<file path="src/rtl/generator_krokow_if.sv">
// rtl/generator_krokow_if.sv - command and step/direction signal bundle for generator_krokow
//   master: drives rpm, sygnal_zmiany_rpm, kierunek; observes krok, kier, biezace_rpm, w_ruchu, gotowy
//   slave : the generator side of the same bundle
interface generator_krokow_if;
    logic [6:0] rpm;
    logic       sygnal_zmiany_rpm;
    logic       kierunek;
    logic       krok;
    logic       kier;
    logic [6:0] biezace_rpm;
    logic       w_ruchu;
    logic       gotowy;

    modport master (
        output rpm, sygnal_zmiany_rpm, kierunek,
        input  krok, kier, biezace_rpm, w_ruchu, gotowy
    );

    modport slave (
        input  rpm, sygnal_zmiany_rpm, kierunek,
        output krok, kier, biezace_rpm, w_ruchu, gotowy
    );
endinterface

</file>
<file path="src/rtl/generator_krokow.sv">
// rtl/generator_krokow.sv - step/direction pulse generator with speed ramp and safe reversal
//   clk  : system clock, rising edge
//   rst  : synchronous active-high reset
//   bus  : generator_krokow_if.slave
//          rpm/kierunek latched on sygnal_zmiany_rpm; krok pulses, kier direction,
//          biezace_rpm current speed, w_ruchu moving flag, gotowy settled flag
//   KROK_RAMPA_EN defined: speed ramps 1 rpm per RAMP_TICKS clocks
//   KROK_RAMPA_EN undefined: speed jumps to the set-point one clock after the strobe
module generator_krokow #(
    parameter int unsigned CLK_HZ        = 50_000_000,
    parameter int unsigned STEPS_PER_REV = 200,
    parameter int unsigned RPM_MAX       = 100,
    parameter int unsigned RAMP_TICKS    = 500_000,
    parameter int unsigned PULSE_W       = 100
) (
    input  logic               clk,
    input  logic               rst,
    generator_krokow_if.slave  bus
);

`ifdef KROK_RAMPA_EN
    localparam bit RAMP_EN = 1'b1;
`else
    localparam bit RAMP_EN = 1'b0;
`endif

    // One step is due each time the accumulator passes CLK_HZ*60, which gives
    // an average step rate of rpm*STEPS_PER_REV/60 per second with no drift.
    localparam logic [32:0] ACC_LIMIT  = 33'(64'(CLK_HZ) * 64'd60);
    localparam logic [32:0] STEP_INC   = 33'(STEPS_PER_REV);
    localparam logic [6:0]  RPM_CLAMP  = 7'(RPM_MAX);
    localparam logic [31:0] RAMP_LAST  = 32'(RAMP_TICKS - 1);
    localparam logic [31:0] PULSE_LAST = 32'(PULSE_W - 1);

    typedef enum logic [2:0] {
        ST_STOP,
        ST_ACCEL,
        ST_RUN,
        ST_DECEL,
        ST_REVERSE
    } state_t;

    state_t      state_q, state_d;
    logic [6:0]  target_q, target_d;
    logic        target_dir_q, target_dir_d;
    logic        kier_q, kier_d;
    logic [6:0]  rpm_q, rpm_d;
    logic [32:0] acc_q, acc_d;
    logic        krok_q, krok_d;
    logic [31:0] pulse_cnt_q, pulse_cnt_d;
    logic [31:0] ramp_cnt_q, ramp_cnt_d;
    logic [31:0] rev_cnt_q, rev_cnt_d;
    logic        rev_flipped_q, rev_flipped_d;
    logic        w_ruchu_q, w_ruchu_d;
    logic        gotowy_q, gotowy_d;

    logic        dir_mismatch;
    logic [6:0]  goal;
    logic        ramp_pending;
    logic        ramp_tick;
    logic [32:0] acc_sum;
    logic        step_due;

    always_comb begin
        state_d       = state_q;
        target_d      = target_q;
        target_dir_d  = target_dir_q;
        kier_d        = kier_q;
        rpm_d         = rpm_q;
        acc_d         = acc_q;
        krok_d        = krok_q;
        pulse_cnt_d   = pulse_cnt_q;
        ramp_cnt_d    = ramp_cnt_q;
        rev_cnt_d     = rev_cnt_q;
        rev_flipped_d = rev_flipped_q;
        step_due      = 1'b0;

        if (bus.sygnal_zmiany_rpm) begin
            target_d     = (bus.rpm > RPM_CLAMP) ? RPM_CLAMP : bus.rpm;
            target_dir_d = bus.kierunek;
        end

        // While the direction is wrong the only useful speed is zero.
        dir_mismatch = (target_dir_q != kier_q);
        goal         = dir_mismatch ? 7'd0 : target_q;

        // The timer also runs in the cycle where STOP/RUN hands over to a ramp
        // state, so the first 1-rpm change lands RAMP_TICKS after the strobe.
        ramp_pending = (rpm_q != goal) && (state_q != ST_REVERSE);
        ramp_tick    = ramp_pending && (ramp_cnt_q == RAMP_LAST);
        if (!ramp_pending || ramp_tick) begin
            ramp_cnt_d = '0;
        end else begin
            ramp_cnt_d = ramp_cnt_q + 32'd1;
        end

        case (state_q)
            ST_STOP: begin
                if (target_q != 7'd0) begin
                    if (dir_mismatch) begin
                        state_d       = ST_REVERSE;
                        rev_flipped_d = 1'b0;
                        rev_cnt_d     = '0;
                    end else if (RAMP_EN) begin
                        state_d = ST_ACCEL;
                    end else begin
                        rpm_d   = target_q;
                        state_d = ST_RUN;
                    end
                end
            end

            ST_ACCEL: begin
                if (dir_mismatch || (target_q < rpm_q)) begin
                    state_d = ST_DECEL;
                end else if (target_q == rpm_q) begin
                    state_d = ST_RUN;
                end else if (ramp_tick) begin
                    rpm_d = rpm_q + 7'd1;
                    if ((rpm_q + 7'd1) == target_q) begin
                        state_d = ST_RUN;
                    end
                end
            end

            ST_RUN: begin
                if (RAMP_EN) begin
                    if (dir_mismatch || (target_q < rpm_q)) begin
                        state_d = ST_DECEL;
                    end else if (target_q > rpm_q) begin
                        state_d = ST_ACCEL;
                    end
                end else begin
                    if (dir_mismatch) begin
                        rpm_d         = 7'd0;
                        state_d       = ST_REVERSE;
                        rev_flipped_d = 1'b0;
                        rev_cnt_d     = '0;
                    end else if (target_q != rpm_q) begin
                        rpm_d = target_q;
                        if (target_q == 7'd0) begin
                            state_d = ST_STOP;
                        end
                    end
                end
            end

            ST_DECEL: begin
                if (!dir_mismatch && (target_q > rpm_q)) begin
                    state_d = ST_ACCEL;
                end else if ((rpm_q == goal) || (ramp_tick && ((rpm_q - 7'd1) == goal))) begin
                    if (rpm_q != goal) begin
                        rpm_d = rpm_q - 7'd1;
                    end
                    if (goal != 7'd0) begin
                        state_d = ST_RUN;
                    end else if (dir_mismatch) begin
                        state_d       = ST_REVERSE;
                        rev_flipped_d = 1'b0;
                        rev_cnt_d     = '0;
                    end else begin
                        state_d = ST_STOP;
                    end
                end else if (ramp_tick) begin
                    rpm_d = rpm_q - 7'd1;
                end
            end

            ST_REVERSE: begin
                rpm_d = 7'd0;
                if (!rev_flipped_q) begin
                    // Never flip the direction line under a step pulse.
                    if (!krok_q) begin
                        kier_d        = target_dir_q;
                        rev_flipped_d = 1'b1;
                        rev_cnt_d     = '0;
                    end
                end else if (rev_cnt_q == PULSE_LAST) begin
                    rev_flipped_d = 1'b0;
                    if (target_dir_q != kier_q) begin
                        state_d = ST_REVERSE;
                    end else if (target_q == 7'd0) begin
                        state_d = ST_STOP;
                    end else if (RAMP_EN) begin
                        state_d = ST_ACCEL;
                    end else begin
                        rpm_d   = target_q;
                        state_d = ST_RUN;
                    end
                end else begin
                    rev_cnt_d = rev_cnt_q + 32'd1;
                end
            end

            default: begin
                state_d = ST_STOP;
            end
        endcase

        // Step accumulator; held at zero whenever the motor is, or is about to be, stopped.
        acc_sum = acc_q + (33'(rpm_q) * STEP_INC);
        if ((rpm_q == 7'd0) || (rpm_d == 7'd0)) begin
            acc_d = '0;
        end else if (acc_sum >= ACC_LIMIT) begin
            acc_d    = acc_sum - ACC_LIMIT;
            step_due = 1'b1;
        end else begin
            acc_d = acc_sum;
        end

        if (krok_q) begin
            if (pulse_cnt_q == PULSE_LAST) begin
                krok_d = 1'b0;
            end else begin
                pulse_cnt_d = pulse_cnt_q + 32'd1;
            end
        end
        if (step_due) begin
            krok_d      = 1'b1;
            pulse_cnt_d = '0;
        end

        w_ruchu_d = (rpm_d != 7'd0);
        gotowy_d  = (rpm_d == target_d) && (kier_d == target_dir_d);
    end

    always_ff @(posedge clk) begin
        if (rst) begin
            state_q       <= ST_STOP;
            target_q      <= '0;
            target_dir_q  <= 1'b0;
            kier_q        <= 1'b0;
            rpm_q         <= '0;
            acc_q         <= '0;
            krok_q        <= 1'b0;
            pulse_cnt_q   <= '0;
            ramp_cnt_q    <= '0;
            rev_cnt_q     <= '0;
            rev_flipped_q <= 1'b0;
            w_ruchu_q     <= 1'b0;
            gotowy_q      <= 1'b1;
        end else begin
            state_q       <= state_d;
            target_q      <= target_d;
            target_dir_q  <= target_dir_d;
            kier_q        <= kier_d;
            rpm_q         <= rpm_d;
            acc_q         <= acc_d;
            krok_q        <= krok_d;
            pulse_cnt_q   <= pulse_cnt_d;
            ramp_cnt_q    <= ramp_cnt_d;
            rev_cnt_q     <= rev_cnt_d;
            rev_flipped_q <= rev_flipped_d;
            w_ruchu_q     <= w_ruchu_d;
            gotowy_q      <= gotowy_d;
        end
    end

    assign bus.krok        = krok_q;
    assign bus.kier        = kier_q;
    assign bus.biezace_rpm = rpm_q;
    assign bus.w_ruchu     = w_ruchu_q;
    assign bus.gotowy      = gotowy_q;

endmodule
</file>
<file path="src/flat_wrapper.sv">
// flat-port wrapper written by rule: the top's interface ports become plain ports
module generator_krokow_flat 
#(
    parameter int unsigned CLK_HZ        = 50_000_000,
    parameter int unsigned STEPS_PER_REV = 200,
    parameter int unsigned RPM_MAX       = 100,
    parameter int unsigned RAMP_TICKS    = 500_000,
    parameter int unsigned PULSE_W       = 100
)
  (clk, rst, bus_rpm, bus_sygnal_zmiany_rpm, bus_kierunek, bus_krok, bus_kier, bus_biezace_rpm, bus_w_ruchu, bus_gotowy);
  generator_krokow_if bus_i ();
  input  logic clk;
  input  logic rst;
  input wire logic [$bits(bus_i.rpm)-1:0] bus_rpm;
  input wire logic [$bits(bus_i.sygnal_zmiany_rpm)-1:0] bus_sygnal_zmiany_rpm;
  input wire logic [$bits(bus_i.kierunek)-1:0] bus_kierunek;
  output wire logic [$bits(bus_i.krok)-1:0] bus_krok;
  output wire logic [$bits(bus_i.kier)-1:0] bus_kier;
  output wire logic [$bits(bus_i.biezace_rpm)-1:0] bus_biezace_rpm;
  output wire logic [$bits(bus_i.w_ruchu)-1:0] bus_w_ruchu;
  output wire logic [$bits(bus_i.gotowy)-1:0] bus_gotowy;
  assign bus_i.rpm = bus_rpm;
  assign bus_i.sygnal_zmiany_rpm = bus_sygnal_zmiany_rpm;
  assign bus_i.kierunek = bus_kierunek;
  assign bus_krok = bus_i.krok;
  assign bus_kier = bus_i.kier;
  assign bus_biezace_rpm = bus_i.biezace_rpm;
  assign bus_w_ruchu = bus_i.w_ruchu;
  assign bus_gotowy = bus_i.gotowy;
  generator_krokow #(.CLK_HZ(CLK_HZ), .STEPS_PER_REV(STEPS_PER_REV), .RPM_MAX(RPM_MAX), .RAMP_TICKS(RAMP_TICKS), .PULSE_W(PULSE_W)) u_core (.clk(clk), .rst(rst), .bus(bus_i));
endmodule
</file>
<file path="config.mk">
export PLATFORM = sky130hd
export DESIGN_NAME = generator_krokow_flat
export DESIGN_NICKNAME = d
export VERILOG_FILES = /design/src/rtl/generator_krokow_if.sv /design/src/rtl/generator_krokow.sv /design/src/flat_wrapper.sv
export SDC_FILE = /design/constraint.sdc
export NUM_CORES = 1
export LEC_CHECK = 0
export CELL_PAD_IN_SITES_DETAIL_PLACEMENT = 0
export CELL_PAD_IN_SITES_GLOBAL_PLACEMENT = 1
export CORE_MARGIN = 5
export CORE_UTILIZATION = 53
export CTS_BUF_LIST = sky130_fd_sc_hd__clkbuf_2 sky130_fd_sc_hd__clkbuf_4 sky130_fd_sc_hd__clkbuf_8
export CTS_CLUSTER_SIZE = 16
export DETAILED_ROUTE_END_ITERATION = 8
export PLACE_DENSITY = 0.9
export SKIP_CTS_REPAIR_TIMING = 1
export SKIP_LAST_GASP = 1
export SYNTH_ARGS = -nofsm -noshare
export SYNTH_HDL_FRONTEND = slang
export SYNTH_SLANG_ARGS = --single-unit
export TNS_END_PERCENT = 100
</file>
<file path="constraint.sdc">
create_clock -name clk -period 17.2 [get_ports clk]
set_input_delay 2.58 -clock clk [delete_from_list [all_inputs] [get_ports clk]]
set_output_delay 2.58 -clock clk [all_outputs]
set_load 0.01 [all_outputs]
</file>
# [After elaboration in Yosys (flattened, before gate mapping)]
# Cells that the tools add are included.
[totals] inputBits=11 regBits=152 out_inout_bits=11
[op_classes] addsub=7 n_eq_ne=30 mux=65 multipliers=1 n_lt_le_gt_ge=4 reduce_logical=26 bitwise_logic=1
[op_table] operator="32-bit two-way mux" count=8
[op_table] operator="32-bit one-hot mux with 4 select lines" count=1
[op_table] operator="7-bit two-way mux" count=18
[op_table] operator="32-bit by 1-bit adder with 32-bit output, second input constant" count=3
[op_table] operator="32-bit by 7-bit equality test with 1-bit output, second input constant" count=2
[op_table] operator="3-bit two-way mux" count=16
[op_table] operator="7-bit equality test" count=5
[op_table] operator="7-bit one-hot mux with 5 select lines" count=1
[op_table] operator="33-bit by 15-bit adder with 33-bit output" count=1
[op_table] operator="33-bit by 32-bit greater-or-equal comparator with 1-bit output, second input constant" count=1
[op_table] operator="33-bit two-way mux" count=1
[op_table] operator="33-bit by 32-bit subtractor with 33-bit output, second input constant" count=1
[op_table] operator="32-bit by 19-bit equality test with 1-bit output, second input constant" count=1
[op_table] operator="7-bit zero test" count=3
[op_table] operator="7-bit nonzero test" count=3
[op_table] operator="1-bit two-way mux" count=17
[op_table] operator="3-bit one-hot mux with 5 select lines" count=1
[op_table] operator="7-bit inequality test" count=2
[op_table] operator="7-bit by 5-bit multiplier with 12-bit output, second input constant" count=1
[op_table] operator="3-bit by 1-bit inequality test with 1-bit output, second input constant" count=3
[op_table] operator="3-bit inequality test, second input constant" count=3
[op_table] operator="2-bit by 1-bit inequality test with 1-bit output, second input constant" count=4
[op_table] operator="4-bit by 1-bit inequality test with 1-bit output, second input constant" count=2
[op_table] operator="8-bit AND reduction" count=1
[op_table] operator="other kinds (23)" count=35

# [Longest topological paths before layout]
# Gate-level depths: netlist (run 1).
[logic_depth] depth_word=14 depth_mapped=30 ltp_nobuf=24

# [Least setup slack after synthesis (run 1)]
# No wires, ideal clock.
[synth_timing] kind="reg2reg" start="register u_core.rpm_q[2] (netlist: u_core.bus.biezace_rpm[2])" end="register u_core.pulse_cnt_q[0]" path_stages_with_launch=29 required_ns=17.141 synth_period_minus_slack_ns=6.480 setup_slack_ns=10.720 n_path_buf=5 arrival_time_ns=6.422 setup_time_ns=0.059 cell_sequence="dfxtp_1 clkbuf_1 inv_1 ha_1 ha_1 fa_1 ha_1 a21oi_1 o21bai_1 a21oi_1 o21bai_1 a21oi_1 xnor2_1 ha_1 buf_2 nand3_1 nor2_1 nand4_1 a21oi_1 nand2_1 o311ai_0 o21ai_1 o21a_1 buf_2 or2_2 clkbuf_1 a31oi_4 buf_6 and2_1"
[synth_between] elab_chain_cells=12 word_cells_on_any_way=36 classes_between="add/sub (3); mul (1); order compare (3); eq/ne (5); mux (14); reduce/logical (10)"
[synth_lines] item="start, declared" line="generator_krokow.sv:47" rtl="logic [6:0] rpm_q, rpm_d;"
[synth_lines] item="start signal, assigned" line="generator_krokow.sv:247" rtl="rpm_q <= rpm_d;"
[synth_lines] item="parallel branches: the longest is 10 deep, another holds 33-bit by 15-bit adder with 33-bit output"
[synth_lines] item="1-bit two-way mux *" line="generator_krokow.sv:202" rtl="if ((rpm_q == 7'd0) || (rpm_d == 7'd0)) begin"
[synth_lines] item="2-bit OR reduction (no source line) *"
[synth_lines] item="end signal, assigned" line="generator_krokow.sv:250" rtl="pulse_cnt_q <= pulse_cnt_d;"
[synth_lines] item="end, declared" line="generator_krokow.sv:50" rtl="logic [31:0] pulse_cnt_q, pulse_cnt_d;"
# Mark *: on every way between the ends.
# A chain may end at the register's enable or synchronous reset.

# [Worst setup path in the final report (run 1)]
[layout_timing] start="register u_core.rpm_q[3] (netlist: u_core.bus.biezace_rpm[3])" end="register u_core.pulse_cnt_q[8]"
# Same word-level chain as after synthesis.

==> flow_summary.json, run 1 <==
{
  "arrival_ps": 8140,
  "dp_cells": 1523,
  "status": "complete, no violations",
  "fillers": 1858,
  "drc": 0,
  "start_util_pct": 53.4,
  "max_freq_mhz": 129,
  "synth_common_cells": "nor2_1 (156), dfxtp_1 (149), xnor2_1 (102)",
  "cts_tree": "yes",
  "antenna_found_initial": 0,
  "finalPower_uw": 943,
  "layout-drive-gt1-share_pct": 4.42,
  "fin_crit_sh_pct": 45.1,
  "ios": 22,
  "syn_nets": 1363,
  "clkSinkCount": 149,
  "die_h_microns": 150,
  "synth_seq_cells": 149,
  "vias_per_cell": 5.95,
  "die_x_microns": 150,
  "design_area_sq_um": 11100,
  "drt-wirelength-per-cell_microns": 16.5,
  "p_per_area_nw_per_um2": 85.2,
  "end_kind": "flop",
  "syn_to_final_growth_pct": 7.28,
  "core_sq_um": 19300,
  "grt_setup_unrepaired": "false",
  "insertion_delay_ps": 460,
  "p_leak_uw": 0.00404,
  "synth_area_sq_um": 10300,
  "worst_pin_slew_ps": 1100,
  "drt-total-wl_microns": 25700,
  "cts_max_path_buffers": 2,
  "fin_util_pct": 57.2,
  "dp_hpwl_microns": 18600,
  "grt_use_total_pct": 23.4,
  "hold_class": "flop to flop",
  "final_nets": 1347,
  "finalSetupViolCount": 0,
  "grt_pass1_vias": 8798,
  "drt.antenna.violating_nets": 0,
  "max_stage_delay_ps": 650,
  "min_period_ps": 7750,
  "synth_area_leaders": "dfxtp_1 (29%), xnor2_1 (8.7%), ha_1 (6.8%)",
  "avgSynthCellArea_sq_um": 7.98,
  "synthDistinctLibCells": 84,
  "grt_pass1_wl_microns": 42900,
  "crit_required_ps": 17590,
  "die_area_sq_um": 22400,
  "rows": 51,
  "drtPass1Iterations": 6,
  "synth_top_flop_cell": "dfxtp_1",
  "drv_slew": 0,
  "cts_root_buf": "clkbuf_8",
  "io_buffers": 21,
  "htreeDepth": 4,
  "clk_pin_slew_worst_paths_ps": 90,
  "path_max_fanout": 32,
  "synth_most_common_cell": "nor2_1",
  "critPathTopFamily": "compound AO/OA/AOI/OAI gates",
  "drt_iter0_drc": 694,
  "grt_max_degree": 33,
  "vdd_drop_max_uv": 64.1,
  "seq_area_frac_synth_pct": 28.9,
  "diodes": 0,
  "finalHoldViolations": 0,
  "gp_congestion": 0.942,
  "slew_headroom_pct": 26.1,
  "cpMostUsedCell": "ha_1",
  "cp-start-kind": "flop",
  "yosysTopAreaCell": "dfxtp_1",
  "syn_inst": 1293,
  "skew_ps": 17.4,
  "synth-edff-count": 0,
  "critPathKind": "flop to flop",
  "vias": 9248,
  "numCtsBuffers": 17,
  "yosysTopAreaCellShare_pct": 28.9,
  "grt_overflow": 0,
  "placed_area_sq_um": 10600,
  "tns_ps": 0,
  "instances_no_fill": 1555,
  "cp_cell_sequence": "inv_1 -> ha_1 -> ha_1 -> fa_1 -> ha_1 -> a21oi_1 -> o21bai_1 -> a21oi_1 -> o21bai_1 -> a21oi_1 -> xnor2_1 -> ha_1 -> nand3_1 -> nor2_1 -> a21boi_1 -> o21ai_0 -> o311ai_0 -> o21ai_1 -> o21a_1 -> or2_2 -> a31oi_4 -> and2_1",
  "drv_cap": 0,
  "async_reset_ff_share_pct": 0,
  "synth_warnings": 0,
  "critical_path_buf_inv_count": 1,
  "crit_slowest_cell": "dfxtp_1"
}
-- per-layer routing --
| layer | up-vias | GRT usage (%) | wire [microns] | share of wire, % |
|---|---|---|---|---|
| li1 | 4610 | - | - | - |
| met1 | 4311 | 30.3 | 11600 | 45 |
| met2 | 264 | 38.9 | 11900 | 46 |
| met3 | 63 | 4.39 | 1460 | 5.7 |
| met4 | 0 | 8.28 | 747 | 2.9 |
| met5 | - | 0 | 0 | 0 |
-- final cells by class --
type                    instances  area, sq um  area share [%]
multi-input cells            1035         6870            62.1
inverters                      48          180            1.63
well taps                     265          332            3.00
repair buffers                 26          248            2.24
clock inverters                13          196            1.77
flip-flops and latches        149         2980            27.0
clock buffers                  19          255            2.31
-- layout by cell type (no fill, tap or decap), types with 7 or more instances in the layout --
master and instances:
or3_1 18, o2111ai_1 7, clkdlybuf4s50_1 21, nand3_1 66
nor3_1 28, o21ai_0 51, nor4_1 23, inv_1 47
nand4_1 37, ha_1 56, and4_1 11, o211ai_1 9
xnor2_1 102, and3_1 24, nand2b_1 14, nor2b_1 14
or2_2 7, xor2_1 58, dfxtp_1 149, nand2_1 74
a211oi_1 11, nor2_1 156, a31oi_1 9, clkbuf_8 18
and2_1 47, a21oi_1 61, a21o_1 9, mux2i_1 9
o22ai_1 11
-- registers in the layout, summed over array words and instances (netlist names), 3 cells and up --
| name | count |
|---|---|
| u_core.acc_q | 30 |
| u_core.bus.biezace_rpm | 7 |
| u_core.pulse_cnt_q | 32 |
| u_core.ramp_cnt_q | 32 |
| u_core.rev_cnt_q | 32 |
| u_core.state_q | 3 |
| u_core.target_q | 7 |
-- final timing paths --
| path | startpoint | endpoint | slack [ps] | cells after the start |
|---|---|---|---|---|
| hold reg to reg | u_core.ramp_cnt_q[0] | u_core.ramp_cnt_q[0] | 500 | 1 |
| setup reg to reg | u_core.bus.biezace_rpm[3] | u_core.pulse_cnt_q[8] | 9450 | 22 |
| setup / recovery | u_core.bus.biezace_rpm[3] | u_core.pulse_cnt_q[8] | 9450 | 22 |
| hold / removal | u_core.ramp_cnt_q[0] | u_core.ramp_cnt_q[0] | 500 | 1 |
-- cell families after synthesis --
family | Yosys count | synth area share [%]
AOI/OAI and AO/OA | 255 | 16.7
xor gates and xnor gates | 162 | 13.9
adders and majority gates | 59 | 7.37
buffers and inverters | 109 | 4.46
DFF | 149 | 28.9
muxes | 10 | 0.982
and+or+nand+nor | 549 | 27.7
-- metrics by stage --
step                hold WS (ps)  setup WS, ps
floorplan                    453         10720
global placement             473          9820
detailed placement           481          9580
CTS                          505          9520
global route                 527          8880
finish                       503          9450
-- report_power, final --
part           switching (uW)  internal [uW]
logic                     160           93.1
registers                26.0            355
clock network             143            166
(Power assumes the default switching activity.)
==> run 2: changes to the inputs <==
--- a/config.mk
+++ b/config.mk
@@ -8,11 +8,11 @@
 export CELL_PAD_IN_SITES_DETAIL_PLACEMENT = 0
 export CELL_PAD_IN_SITES_GLOBAL_PLACEMENT = 1
 export CORE_MARGIN = 5
-export CORE_UTILIZATION = 53
+export CORE_UTILIZATION = 49
 export CTS_BUF_LIST = sky130_fd_sc_hd__clkbuf_2 sky130_fd_sc_hd__clkbuf_4 sky130_fd_sc_hd__clkbuf_8
 export CTS_CLUSTER_SIZE = 16
 export DETAILED_ROUTE_END_ITERATION = 8
-export PLACE_DENSITY = 0.9
+export PLACE_DENSITY = 0.84
 export SKIP_CTS_REPAIR_TIMING = 1
 export SKIP_LAST_GASP = 1
 export SYNTH_ARGS = -nofsm -noshare
==> constraint.sdc (replaced) <==
create_clock -name clk -period 7.36 [get_ports clk]
set_input_delay 1.104 -clock clk [delete_from_list [all_inputs] [get_ports clk]]
set_output_delay 1.104 -clock clk [all_outputs]
set_load 0.01 [all_outputs]
==> flow_summary.json, run 2 (synthesis gave the netlist of run 1 again) <==
{
  "place_ws_ps": 681,
  "rows": 53,
  "numCtsBuffers": 17,
  "critPathKind": "flop to flop",
  "insertion_delay_ps": 450,
  "fin_crit_sh_pct": 91.5,
  "drt-wirelength-per-cell_microns": 16.4,
  "p_per_area_nw_per_um2": 195,
  "vdd_drop_max_uv": 114,
  "drt-total-wl_microns": 25800,
  "arrival_ps": 7120,
  "grt_pass1_wl_microns": 43100,
  "drc": 0,
  "hold_depth": 1,
  "cp-start-kind": "flop",
  "largestRegisters": "u_core.pulse_cnt_q x32, u_core.ramp_cnt_q x32, u_core.rev_cnt_q x32",
  "layout_common_cells": "nor2_1 (156), dfxtp_1 (149), xnor2_1 (102)",
  "r2r_cells": 23,
  "switchingPower_uw": 769,
  "drtPass1Iterations": 5,
  "grt_overflow": 0,
  "die_x_microns": 155,
  "intPower_uw": 1390,
  "status": "complete, no violations",
  "die_area_sq_um": 24100,
  "final_nets": 1356,
  "p_leak_uw": 0.00407,
  "start_util_pct": 49.4,
  "drt.antenna.violating_nets": 0,
  "hold_class": "flop to flop",
  "min_period_ps": 6730,
  "cts_max_path_buffers": 2,
  "core_sq_um": 20900,
  "gp_congestion": 0.937,
  "drv_slew": 0,
  "drv_cap": 0,
  "grt_max_degree": 33,
  "htreeDepth": 4,
  "grt_use_total_pct": 21.5,
  "drt_iter0_drc": 741,
  "diodes": 0,
  "end_kind": "flop",
  "grt_setup_unrepaired": "false",
  "worst_pin_slew_ps": 1070,
  "antenna_found_initial": 0,
  "p_comb_share_pct": 28.0,
  "die_h_microns": 155,
  "slew_headroom_pct": 28.9,
  "finalHoldViolations": 0,
  "switching_share_pct": 35.6,
  "layout-drive-gt1-share_pct": 5.01,
  "path_max_fanout": 32,
  "grt_pass1_vias": 8714,
  "crit_required_ps": 7750,
  "share_seq_of_total_power_pct": 40.5,
  "vias_per_cell": 5.87,
  "clkSinkCount": 149,
  "final_common_cell": "nor2_1",
  "tns_ps": 0,
  "io_buffers": 21,
  "vias": 9232,
  "dp_hpwl_microns": 18700,
  "finalSetupViolCount": 0,
  "cts_tree": "yes",
  "ios": 22,
  "worst_slack_ps": 629,
  "clk_pin_slew_worst_paths_ps": 90,
  "max_freq_mhz": 149,
  "skew_ps": 23.7,
  "syn_to_final_growth_pct": 7.68,
  "pwr-share-clk_pct": 31.5,
  "cts_root_buf": "clkbuf_8"
}
-- run 2: layout make-up --
cell class | count | area [sq um]
Fill cell | 2025 | 9780
Multi-Input combinational cell | 1035 | 6870
Sequential cell | 149 | 2980
Tap cell | 275 | 344
Timing Repair Buffer | 35 | 315
Clock buffer | 18 | 241
Inverter | 48 | 180
Clock inverter | 13 | 171
-- run 2: metal layers --
layer / up-vias / GRT usage (%) / routed length, microns
li1: 4625 / - / -
met1: 4330 / 29.1 / 12200
met2: 232 / 35.3 / 11900
met3: 45 / 3.62 / 1290
met4: 0 / 6.27 / 498
met5: - / 0 / 0
-- run 2: path summary, 6_finish.rpt --
kind	startpoint	slack [ps]	to
hold / removal	u_core.ramp_cnt_q[0]	500	u_core.ramp_cnt_q[0]
setup reg to reg	u_core.bus.biezace_rpm[3]	630	u_core.pulse_cnt_q[11]
hold reg to reg	u_core.ramp_cnt_q[0]	500	u_core.ramp_cnt_q[0]
setup / recovery	u_core.bus.biezace_rpm[3]	630	u_core.pulse_cnt_q[11]
-- run 2: worst max-delay path, stage by stage, from the launching register on --
cell and delay (ps):
dfxtp_1 320, inv_1 220, ha_1 300, ha_1 300, fa_1 460, ha_1 360
a21oi_1 220, o21bai_1 80, a21oi_1 240, o21bai_1 90, a21oi_1 200, xnor2_1 150
ha_1 330, a21oi_1 170, nand2_1 90, o31ai_2 650, and2_1 290, xor2_1 280
o2111a_1 380, a21oi_1 150, o21a_1 200, or2_2 390, a31oi_4 590, and2_1 220
-- run 2: power groups by stage --
stage | Clock, uW | Sequential [uW] | Combinational (uW)
detailed placement | 0 | 892 | 591
CTS | 705 | 874 | 596
finish | 681 | 876 | 606
global placement | 0 | 891 | 592
global route | 733 | 881 | 664
floorplan | 0 | 869 | 459
-- run 2: per-stage QoR --
step / utilization [%] / area (sq um) / instances / hold WS, ps / total power, uW
after detailed placement: 51.2 / 10700 / 1542 / 483 / 1480
after floorplan: - / 10300 / 1293 / 453 / 1330
final: 53.2 / 11100 / 1573 / 502 / 2160
after global routing: 53.2 / 11100 / 1573 / 518 / 2280
after global placement: 51.2 / 10700 / 1542 / 477 / 1480
after CTS: 53.2 / 11100 / 1573 / 504 / 2170
==> run 3: changes to the inputs <==
--- a/config.mk
+++ b/config.mk
@@ -5,11 +5,13 @@
 export SDC_FILE = /design/constraint.sdc
 export NUM_CORES = 1
 export LEC_CHECK = 0
+export CAP_MARGIN = 10
 export CELL_PAD_IN_SITES_DETAIL_PLACEMENT = 0
 export CELL_PAD_IN_SITES_GLOBAL_PLACEMENT = 1
+export CORE_ASPECT_RATIO = 0.7
 export CORE_MARGIN = 5
 export CORE_UTILIZATION = 49
-export CTS_BUF_LIST = sky130_fd_sc_hd__clkbuf_2 sky130_fd_sc_hd__clkbuf_4 sky130_fd_sc_hd__clkbuf_8
+export CTS_BUF_LIST = sky130_fd_sc_hd__clkbuf_4
 export CTS_CLUSTER_SIZE = 16
 export DETAILED_ROUTE_END_ITERATION = 8
 export PLACE_DENSITY = 0.84
==> flow_summary.json, run 3 (synthesis gave the netlist of run 1 again) <==
{
  "max_stage_delay_ps": 570,
  "vias_per_cell": 5.85,
  "grt_max_degree": 33,
  "vdd_drop_max_uv": 116,
  "cts_max_path_buffers": 2,
  "place_ws_ps": 363,
  "r2r_cells": 24,
  "end_kind": "flop",
  "p_leak_uw": 0.00402,
  "cp-start-kind": "flop",
  "dp_hpwl_microns": 19300,
  "drt.antenna.violating_nets": 0,
  "drtPass1Iterations": 5,
  "drt-wirelength-per-cell_microns": 16.9,
  "cts_root_buf": "clkbuf_4",
  "whs_endpoint": "u_core.rev_cnt_q[8]",
  "drt_iter0_drc": 695,
  "insertion_delay_ps": 580,
  "finalPower_uw": 2030,
  "cp_cell_sequence": "inv_1 -> ha_1 -> ha_1 -> ha_1 -> ha_1 -> a21o_1 -> a21oi_1 -> o21bai_1 -> a21oi_1 -> o21bai_1 -> a21oi_1 -> xnor2_1 -> ha_1 -> nand3_1 -> nor2_1 -> nand4_1 -> a21boi_0 -> xor2_1 -> o2111ai_1 -> a21oi_1 -> o21a_1 -> or2_2 -> a31oi_4 -> and2_1",
  "hold_depth": 2,
  "cts_tree": "yes",
  "worst_slack_ps": 612,
  "drv_cap": 0,
  "slew_headroom_pct": 25.1,
  "drv_slew": 0,
  "final_nets": 1356,
  "clk_pin_slew_worst_paths_ps": 130,
  "critPathTopFamily": "compound AO/OA/AOI/OAI gates",
  "fin_crit_sh_pct": 91.7,
  "grt_overflow": 0,
  "start_util_pct": 49.8,
  "critical_path_buf_inv_count": 1,
  "critPathKind": "flop to flop",
  "numCtsBuffers": 17,
  "vias": 9210,
  "final_common_cell": "nor2_1",
  "ios": 22,
  "clkSinkCount": 149,
  "fin_util_pct": 53.2,
  "tns_ps": 0,
  "diodes": 0,
  "grt_pass1_vias": 8280,
  "min_from": "u_core.rev_cnt_q[8]",
  "drc": 0,
  "cpMostUsedCell": "ha_1",
  "layout-drive-gt1-share_pct": 5.00,
  "design_area_sq_um": 11000,
  "p_per_area_nw_per_um2": 185,
  "crit_slowest_cell": "dfxtp_1",
  "r2r_setup_slack_ps": 610,
  "max_freq_mhz": 148,
  "rr_endpoint": "u_core.pulse_cnt_q[7]",
  "die_h_microns": 131,
  "htreeDepth": 4,
  "worst_pin_slew_ps": 1120,
  "die_area_sq_um": 24100,
  "grt_setup_unrepaired": "false",
  "finalHoldViolations": 0,
  "skew_ps": 28.5,
  "syn_to_final_growth_pct": 6.79,
  "startpoint": "u_core.bus.biezace_rpm[1]",
  "gp_congestion": 0.954,
  "min_period_ps": 6750,
  "hold_class": "flop to flop",
  "status": "complete, no violations",
  "placed_area_sq_um": 10700,
  "die_x_microns": 183,
  "grt_use_total_pct": 21.5,
  "rows": 44,
  "finalSetupViolCount": 0,
  "io_buffers": 21,
  "grt_pass1_wl_microns": 43100,
  "antenna_found_initial": 0,
  "drt-total-wl_microns": 26600,
  "layout_common_cells": "nor2_1 (156), dfxtp_1 (149), xnor2_1 (102)",
  "crit_required_ps": 7830,
  "path_max_fanout": 16,
  "rr_startpoint": "u_core.bus.biezace_rpm[1]",
  "core_sq_um": 20700,
  "arrival_ps": 7220,
  "largestRegisters": "u_core.pulse_cnt_q x32, u_core.ramp_cnt_q x32, u_core.rev_cnt_q x32"
}
-- run 3: metrics by stage --
| stage | cells | hold WS (ps) |
|---|---|---|
| 6_report | 1575 | 514 |
| 4_1_cts | 1574 | 515 |
| 3_3_place_gp | 1542 | 480 |
| 3_5_place_dp | 1542 | 494 |
| 5_1_grt | 1575 | 538 |
| 2_1_floorplan | 1293 | 453 |
-- run 3: per-layer routing --
layer	routed length, microns	up-vias	track usage, %
met2	10400	279	29.0
met5	0	-	0
li1	-	4620	-
met1	13800	4288	33.6
met3	2090	23	5.97
met4	268	0	4.55
-- run 3: layout make-up --
class,count,area [sq um]
Multi-Input combinational cell,1036,6900
Clock inverter,15,170
Sequential cell,149,2980
Fill cell,2020,9680
Clock buffer,17,128
Inverter,48,180
Tap cell,276,345
Timing Repair Buffer,34,308
-- run 3: how the worst max path moves through the flow --
stage	to	depth (start not counted)
after floorplan	u_core.pulse_cnt_q[0]	28
after global placement	u_core.pulse_cnt_q[15]	24
after detailed placement	u_core.pulse_cnt_q[6]	24
after CTS	u_core.pulse_cnt_q[9]	24
after global routing	u_core.pulse_cnt_q[1]	24
final	u_core.pulse_cnt_q[7]	24
-- run 3: tightest hold or removal path: stages, from the launching register on --
cell,delay (ps)
dfxtp_1,350
o21ai_0,70
a21oi_1,60
-- run 3: report_power, final --
| group | total, uW | switching, uW | internal, uW |
|---|---|---|---|
| logic | 612 | 392 | 220 |
| registers | 878 | 48.3 | 830 |
| clock network | 544 | 332 | 211 |
